`src/rtl/data_upload_pkg.sv`:
```
// data_upload_pkg: SPI command codes and FSM state encoding shared by the
// data_upload engine and its bench.
package data_upload_pkg;

    localparam logic [7:0] CMD_ADDR   = 8'h53;
    localparam logic [7:0] CMD_STREAM = 8'h54;
    localparam logic [7:0] CMD_CHK    = 8'h55;
    localparam logic [7:0] FILL_BYTE  = 8'hFF;

    typedef enum logic [2:0] {
        IDLE,
        CMD,
        ADDR,
        STREAM,
        CHK,
        IGNORE
    } state_t;

endpackage

```
`src/rtl/data_upload_sync.sv`:
```
// spi_sync_edge: brings the SPI pins into the clk domain with two flops each
// and flags SCK rising/falling edges as one-clk pulses.
module spi_sync_edge (
    input  logic clk,
    input  logic reset_n,
    input  logic spi_sck,
    input  logic spi_ss,
    input  logic spi_sdi,
    output logic ss_s,
    output logic sdi_s,
    output logic sck_rise,
    output logic sck_fall
);

    logic [1:0] sck_m;
    logic [1:0] ss_m;
    logic [1:0] sdi_m;
    logic       sck_q;

    always_ff @(posedge clk or negedge reset_n) begin
        if (!reset_n) begin
            sck_m <= 2'b00;
            ss_m  <= 2'b11;
            sdi_m <= 2'b00;
            sck_q <= 1'b0;
        end else begin
            sck_m <= {sck_m[0], spi_sck};
            ss_m  <= {ss_m[0], spi_ss};
            sdi_m <= {sdi_m[0], spi_sdi};
            sck_q <= sck_m[1];
        end
    end

    assign ss_s     = ss_m[1];
    assign sdi_s    = sdi_m[1];
    assign sck_rise = sck_m[1] & ~sck_q;
    assign sck_fall = ~sck_m[1] & sck_q;

endmodule

```
`src/rtl/data_upload.sv`:
```
// data_upload: SPI slave that streams memory bytes to the io controller.
// Build with DATA_UPLOAD_CHECKSUM_EN defined to get the XOR checksum on 0x55.
//
// state  | meaning
// IDLE   | deselected, waiting for spi_ss low
// CMD    | receiving a command byte
// ADDR   | receiving 3 address bytes, MSB first
// STREAM | transmitting sequential memory bytes until deselect
// CHK    | transmitting the checksum byte
// IGNORE | unknown command, sdo held high until deselect
module data_upload
    import data_upload_pkg::*;
#(
    parameter int                ADDR_W = 25,
    parameter logic [ADDR_W-1:0] BASE   = '0
) (
    input  logic              clk,
    input  logic              reset_n,
    input  logic              spi_sck,
    input  logic              spi_ss,
    input  logic              spi_sdi,
    output logic              spi_sdo,
    output logic              spi_sdo_oe,
    output logic              mem_rd,
    output logic [ADDR_W-1:0] mem_addr,
    input  logic              mem_ack,
    input  logic [7:0]        mem_data,
    output logic              uploading,
    output logic              underrun
);

    state_t      state, state_nxt;
    logic        ss_s, sdi_s, sck_rise, sck_fall;
    logic [2:0]  bit_cnt;
    logic [1:0]  addr_cnt;
    logic [6:0]  rx_sr;
    logic [7:0]  tx_sr;
    logic [7:0]  buf_data;
    logic        buf_vld, discard, fetch_pend;
    logic [7:0]  rx_byte, stream_byte, chk_byte;
    logic [23:0] addr_ld;
    logic        byte_done, boundary, in_stream, stream_ld;
    logic        accept, fwd, take, start_stream, addr_load, want_fetch;

    spi_sync_edge u_sync (
        .clk      (clk),
        .reset_n  (reset_n),
        .spi_sck  (spi_sck),
        .spi_ss   (spi_ss),
        .spi_sdi  (spi_sdi),
        .ss_s     (ss_s),
        .sdi_s    (sdi_s),
        .sck_rise (sck_rise),
        .sck_fall (sck_fall)
    );

    assign rx_byte      = {rx_sr, sdi_s};
    assign byte_done    = sck_rise & ~ss_s & (bit_cnt == 3'd7);
    assign boundary     = sck_fall & ~ss_s & (bit_cnt == 3'd0);
    assign in_stream    = (state == STREAM);
    assign stream_ld    = in_stream & boundary;
    assign accept       = mem_ack & mem_rd & in_stream & ~discard;
    assign fwd          = accept & stream_ld & ~buf_vld;
    assign take         = stream_ld & (buf_vld | fwd);
    assign stream_byte  = buf_vld ? buf_data : (fwd ? mem_data : FILL_BYTE);
    assign start_stream = (state == CMD) & byte_done & (rx_byte == CMD_STREAM);
    assign addr_load    = (state == ADDR) & byte_done;
    assign addr_ld      = {16'(mem_addr), rx_byte};
    assign want_fetch   = fetch_pend | start_stream | take;

    always_ff @(posedge clk or negedge reset_n) begin
        if (!reset_n) state <= IDLE;
        else          state <= state_nxt;
    end

    always_comb begin
        state_nxt = state;
        if (ss_s) begin
            state_nxt = IDLE;
        end else begin
            case (state)
                IDLE: state_nxt = CMD;
                CMD: begin
                    if (byte_done) begin
                        case (rx_byte)
                            CMD_ADDR:   state_nxt = ADDR;
                            CMD_STREAM: state_nxt = STREAM;
                            CMD_CHK:    state_nxt = CHK;
                            default:    state_nxt = IGNORE;
                        endcase
                    end
                end
                ADDR:    if (byte_done && addr_cnt == 2'd2) state_nxt = CMD;
                CHK:     if (byte_done) state_nxt = CMD;
                default: state_nxt = state;
            endcase
        end
    end

    always_ff @(posedge clk or negedge reset_n) begin
        if (!reset_n) begin
            bit_cnt    <= '0;
            addr_cnt   <= '0;
            rx_sr      <= '0;
            tx_sr      <= FILL_BYTE;
            buf_data   <= '0;
            buf_vld    <= 1'b0;
            discard    <= 1'b0;
            fetch_pend <= 1'b0;
            mem_rd     <= 1'b0;
            mem_addr   <= BASE;
            underrun   <= 1'b0;
        end else begin
            if (ss_s) begin
                bit_cnt <= '0;
            end else if (sck_rise) begin
                bit_cnt <= bit_cnt + 3'd1;
                rx_sr   <= rx_byte[6:0];
            end

            if (state != ADDR)  addr_cnt <= '0;
            else if (byte_done) addr_cnt <= addr_cnt + 2'd1;

            // The first fall of each byte loads the next byte; others shift.
            if (sck_fall && !ss_s) begin
                if (bit_cnt == 3'd0)
                    tx_sr <= in_stream ? stream_byte :
                             (state == CHK) ? chk_byte : FILL_BYTE;
                else
                    tx_sr <= {tx_sr[6:0], 1'b1};
            end

            if (ss_s) begin
                buf_vld <= 1'b0;
            end else if (take) begin
                buf_vld <= 1'b0;
            end else if (accept) begin
                buf_vld  <= 1'b1;
                buf_data <= mem_data;
            end

            if (stream_ld && !buf_vld && !fwd) underrun <= 1'b1;

            // A read left outstanding by a deselect completes, but its data is dropped.
            if (mem_ack)            discard <= 1'b0;
            else if (ss_s && mem_rd) discard <= 1'b1;

            fetch_pend <= want_fetch & ~ss_s & mem_rd;
            if (mem_rd && mem_ack) begin
                mem_rd   <= 1'b0;
                mem_addr <= mem_addr + ADDR_W'(1);
            end else if (want_fetch && !ss_s && !mem_rd) begin
                mem_rd <= 1'b1;
            end else if (addr_load) begin
                mem_addr <= ADDR_W'(addr_ld);
            end
        end
    end

`ifdef DATA_UPLOAD_CHECKSUM_EN
    logic [7:0] csum, cur_byte;

    // Folding in at byte completion keeps a byte cut short by deselect out of the sum.
    always_ff @(posedge clk or negedge reset_n) begin
        if (!reset_n) begin
            csum     <= '0;
            cur_byte <= '0;
        end else begin
            if (stream_ld) cur_byte <= stream_byte;
            if (start_stream)               csum <= '0;
            else if (in_stream && byte_done) csum <= csum ^ cur_byte;
        end
    end

    assign chk_byte = csum;
`else
    assign chk_byte = 8'h00;
`endif

    assign spi_sdo    = (in_stream || state == CHK) ? tx_sr[7] : 1'b1;
    assign spi_sdo_oe = ~ss_s;
    assign uploading  = in_stream;

endmodule
```
`config.mk`:
```
export PLATFORM = sky130hd
export DESIGN_NAME = data_upload
export DESIGN_NICKNAME = d
export VERILOG_FILES = /design/src/rtl/data_upload_pkg.sv /design/src/rtl/data_upload_sync.sv /design/src/rtl/data_upload.sv
export SDC_FILE = /design/constraint.sdc
export NUM_CORES = 1
export LEC_CHECK = 0
export CORE_UTILIZATION = 60
export CTS_CLUSTER_SIZE = 16
export DETAILED_ROUTE_END_ITERATION = 10
export GPL_ROUTABILITY_DRIVEN = 1
export PLACE_DENSITY = 0.89
export SETUP_SLACK_MARGIN = 0.3
export SLEW_MARGIN = 10
export SYNTH_ARGS = -nofsm -noshare
export SYNTH_HDL_FRONTEND = slang
export SYNTH_SLANG_ARGS = --single-unit
```
`constraint.sdc`:
```
create_clock -name clk -period 4.3 [get_ports clk]
set_clock_uncertainty 0.1 [all_clocks]
set_input_delay 0.86 -clock clk [delete_from_list [all_inputs] [get_ports clk]]
set_output_delay 0.86 -clock clk [all_outputs]
set_load 0.01 [all_outputs]
```
* After elaboration in Yosys (flattened, before gate mapping)
Index checks and enable logic that the tools add are counted.
Cells by class: eq/ne operators 14, add/sub/neg operators 3, reduce and logical (&&, ||, !) cells 26, mux-type cells 26, bitwise gates (word level) 27
Operator list (number):
- $mux W25 | 3
- $mux W8 | 5
- $add A25 B1 Y25 const B | 1
- $eq A8 B7 Y1 const B | 3
- $and A1 B1 Y1 | 18
- $mux W3 | 6
- $pmux W3 S4 | 1
- $reduce_bool A2 Y1 | 5
- $ne A3 B2 Y1 const B | 3
- $pmux W3 S3 | 1
- $logic_and A1 B1 Y1 | 8
- $mux W1 | 8
- $eq A3 B2 Y1 const B | 2
- $eq A3 B3 Y1 const B | 2
- $logic_not A3 Y1 | 2
- $not A1 Y1 | 6
- $reduce_bool A5 Y1 | 1
- $logic_not A1 Y1 | 4
- $mux W2 | 2
- $reduce_and A2 Y1 | 2
- $reduce_and A4 Y1 | 1
- $add A3 B1 Y3 const B | 1
- $eq A3 B1 Y1 const B | 1
- $ne A3 B1 Y1 const B | 1
- other kinds (7) | 9
Storage, ports and cells: word-level logic and storage cells 112, bits in registers 68

* Depth between registers and ports, before layout
depth after elaboration 14, gate-level depth with buffers 9, mapped depth without buffers 7

* Modules after synthesis
A second synthesis with hierarchy kept.
Second synthesis, totals: cells, all modules 374, area, all modules 3688.5 um^2
Modules (own cells, without submodules):
- data_upload | cells an instance 365, area each 3495.9 um^2, times used 1, seq. area each 1536.5 um^2
- spi_sync_edge | cells an instance 9, area each 192.7 um^2, times used 1, seq. area each 177.7 um^2

* Worst setup path before layout
No wires, ideal clock.
kind reg2out, from register state[2], to output spi_sdo, arrival time 1.460 ns, data required time 3.340 ns, stages on the path, launching flop included 6, path slack 1.880 ns, cells stage by stage dfrtp_1 > and2b_1 > and2_1 > clkbuf_1 > a21oi_1 > or2_2
Between the ends: longest elaborated chain between the ends 3, elaborated cells between the ends (all ways) 4, classes of those cells eq/ne: 2; mux: 1; reduce/logical: 1
RTL lines:
- start: declaration | line data_upload.sv:32 | state_t state, state_nxt;
- start signal: assignment | line data_upload.sv:73 | else state <= state_nxt;
- $eq A3 B2 Y1 | line data_upload.sv:60 | assign in_stream = (state == STREAM);
- via uploading | line data_upload.sv:28 | output logic uploading,
- $logic_or A1 B1 Y1 | line data_upload.sv:180 | assign spi_sdo = (in_stream || state == CHK) ? tx_sr[7] : 1'b1;
- $mux W1 | line data_upload.sv:180
- end: declaration | line data_upload.sv:22 | output logic spi_sdo,
The timed path passes the listed nets, and every way through them passes these cells.

* Worst setup path in the final report
from register state[2], to output spi_sdo
Between the ends: longest elaborated chain between the ends 3, elaborated cells between the ends (all ways) 4, classes of those cells eq/ne: 2; mux: 1; reduce/logical: 1
RTL lines (line):
- $eq A3 B2 Y1 / $eq A3 B3 Y1 (equally long branches) | data_upload.sv:60, data_upload.sv:180
- $logic_or A1 B1 Y1 (*) | data_upload.sv:180
- $mux W1 (*) | data_upload.sv:180
Mark *: on every way between the ends. The rest lies on a longest branch, timed or not.

==> metrics.yaml <==
worst_setup_path:
  slowest_delay_ps: 480
  r2r_start: "bit_cnt[0]"
  crit_arrival_ps: 2380
  critPathBufInv: 1
  critPathMaxFanout: 10
  crit_required_ps: 3340
  slowest_stage: "clkdlybuf4s50_1"
  crit_chain: "and2b_1 -> and2_1 -> a21oi_1 -> or2_2 -> clkdlybuf4s50_1"
  critical-path-top-delay-family: "simple AND/OR/NAND/NOR gates"
  start_kind: "flop"
  r2r_cells: 7
  r2r_slack_ps: 1600
  reg2reg_to: "mem_addr[1]"
  path_class: "flop to primary output"
  cp-end-kind: "primary output"
timing:
  timing.setup.tns_ps: 0
  slew_violations: 0
  finalSetupViolCount: 0
  finalHoldViolations: 0
  slew_headroom_pct: 38.0
  tightest_slew_ps: 926
  fin_ws_ps: 961
  fin_crit_ps: 3340
  fin_crit_sh_pct: 77.7
  whs_ps: 253
  rsz0062_at_grt: "false"
  max_freq_ghz: 0.299
routing:
  vias: 3235
  wire_per_inst_um: 18.2
  first_iter_violations: 397
  detail-route-antenna-nets: 0
  routed_wl_mm: 8.81
  dr.pass1.iters: 5
  viasPerCell: 6.67
  drcViolationCount: 0
yosys:
  async_flop_share_pct: 100
  ys_ff_latch: 68
  syn_avg_cell_area_um2: 9.79
  yosys.area.top_type: "dfrtp_1"
  synth-main-ff-cell: "dfrtp_1"
  ys_seq_area_share_pct: 47.2
  syn_area_mm2: 0.00363
  synth_cell_types: 62
  synth_top_area_share_pct: 39.9
  yosys_warnings: 0
  synth_area_leaders: "dfrtp_1 40%, dfstp_2 7.2%, nor2_1 5.2%"
  synth_edf_count: 0
  synth_nets: 390
  synth_cells: 371
  yosysMostFrequentCell: "dfrtp_1"
  ys_top_cells_by_count: "58 x dfrtp_1, 50 x nor2_1, 21 x nand2_1"
global_routing:
  grt_pass1_wl_mm: 14.6
  grt_pass1_vias: 2993
  grt_max_degree: 53
  gr-usage-met3_pct: 6.51
  grt_use_total_pct: 29.9
  use_met1_pct: 40.3
  overflow: 0
  antenna_found_initial: 0
  grt.busiest_layer: "met2"
  grt_use_met2_pct: 47.2
clock_network:
  post_cts_buffers: 0
  cts_hold_buf: 0
  cts.path.max_buffers: 2
  cts_htree_levels: 3
  cts_tree: "built"
  cts-root-buf: "clkbuf_8"
  cts.sinks: 68
  path_clk_slew_ps: 70
  cts_buffers: 9
  clk_latency_ps: 350
  cts_resized: 0
pwr:
  ir_drop_mv: 0.279
  leakage_nw: 1.79
  p_total_w: 0.00130
  p_per_area_mw_per_mm2: 304
hold_path:
  hold_end: "u_sync.sdi_m[1]"
  min_path_type: "flop to flop"
  hold_start: "u_sync.sdi_m[0]"
  min_path_cells: 0
placement:
  io_buffer_count: 43
  post-place-ws_ps: 1120
  gp_congestion: 0.884
  place_hpwl_mm: 5.92
floorplanning:
  boundaryPins: 44
  die-area_mm2: 0.00637
  start_util_pct: 64.0
  coreArea_mm2: 0.00568
  fp.dieW_um: 79.8
  rows: 27
  die_h_um: 79.8
finish:
  drive_gt1_share_pct: 14.3
  antenna_cells: 0
  fin_nets: 427
  syn_to_final_growth_pct: 17.4
run:
  max-cap-violations: 0
outcome:
  status: "complete, no violations"
-- cell type report --
cell class	count	area, um^2
clock buffer	10	138
clock inverter	6	47.5
fill	405	1410
inverter	15	56.3
multi-input combinational	269	1780
sequential	68	1710
tap	72	90.1
timing repair buffer	45	443
-- layer usage --
metal	vias up	share of wire [%]
met5	-	0
met1	1573	43
met3	24	7.5
met2	172	48
li1	1466	-
met4	0	2.1
-- where the power goes --
group          internal, W  switching [W]  total (W)
clock             0.000230       0.000263   0.000493
sequential        0.000672      0.0000383   0.000710
combinational    0.0000508      0.0000423  0.0000930
total             0.000953       0.000344    0.00130
-- worst max path at each step --
stage | end | depth (start not counted) | start
after floorplan | spi_sdo | 5 | state[2]
after global placement | mem_addr[19] | 7 | mem_ack
after detailed placement | buf_data[2] | 5 | mem_ack
after CTS | spi_sdo | 5 | state[2]
after global routing | spi_sdo | 5 | state[2]
final | spi_sdo | 5 | state[2]
-- sequential cells by signal, summed over array words and instances, names as in the netlist --
signal and cells:
addr_cnt 2, u_sync.sck_m 2, u_sync.ss_m 2, bit_cnt 3, u_sync.sdi_m 2, rx_sr 7
u_sync.sck_q 1, mem_addr 25, tx_sr 8, buf_vld 1, underrun 1, discard 1
state 3, fetch_pend 1, mem_rd 1, buf_data 8
-- placed cells by master, fill, tap and decap left out, types with 7 or more instances in the layout --
master and count:
a21oi_1 13, a221oi_1 7, a31oi_1 13, and3_1 9, clkbuf_8 10, clkdlybuf4s50_1 42, dfrtp_1 58, dfstp_2 10
inv_1 14, mux2_2 16, nand2_1 21, nand3_1 13, nor2_1 50, nor3_1 12, o21ai_0 14, o221ai_1 9
-- per-stage QoR --
| stage | instances | area (um^2) | util (%) |
|---|---|---|---|
| floorplan | 371 | 3630 | - |
| global placement | 469 | 4080 | 71.8 |
| detailed placement | 469 | 4080 | 71.8 |
| CTS | 485 | 4260 | 75.1 |
| global route | 485 | 4260 | 75.1 |
| finish | 485 | 4260 | 75.1 |
-- cells by family after synthesis --
group	after synthesis	share of synthesized area [%]
DFF	68	47.2
xor gates and xnor gates	2	0.482
and+or+nand+nor	153	23.0
AOI/OAI and AO/OA	90	17.9
buffers and inverters	34	3.96
muxes	19	5.79
adders and majority gates	5	1.72
Note: power is estimated with default switching activity, not from simulation.
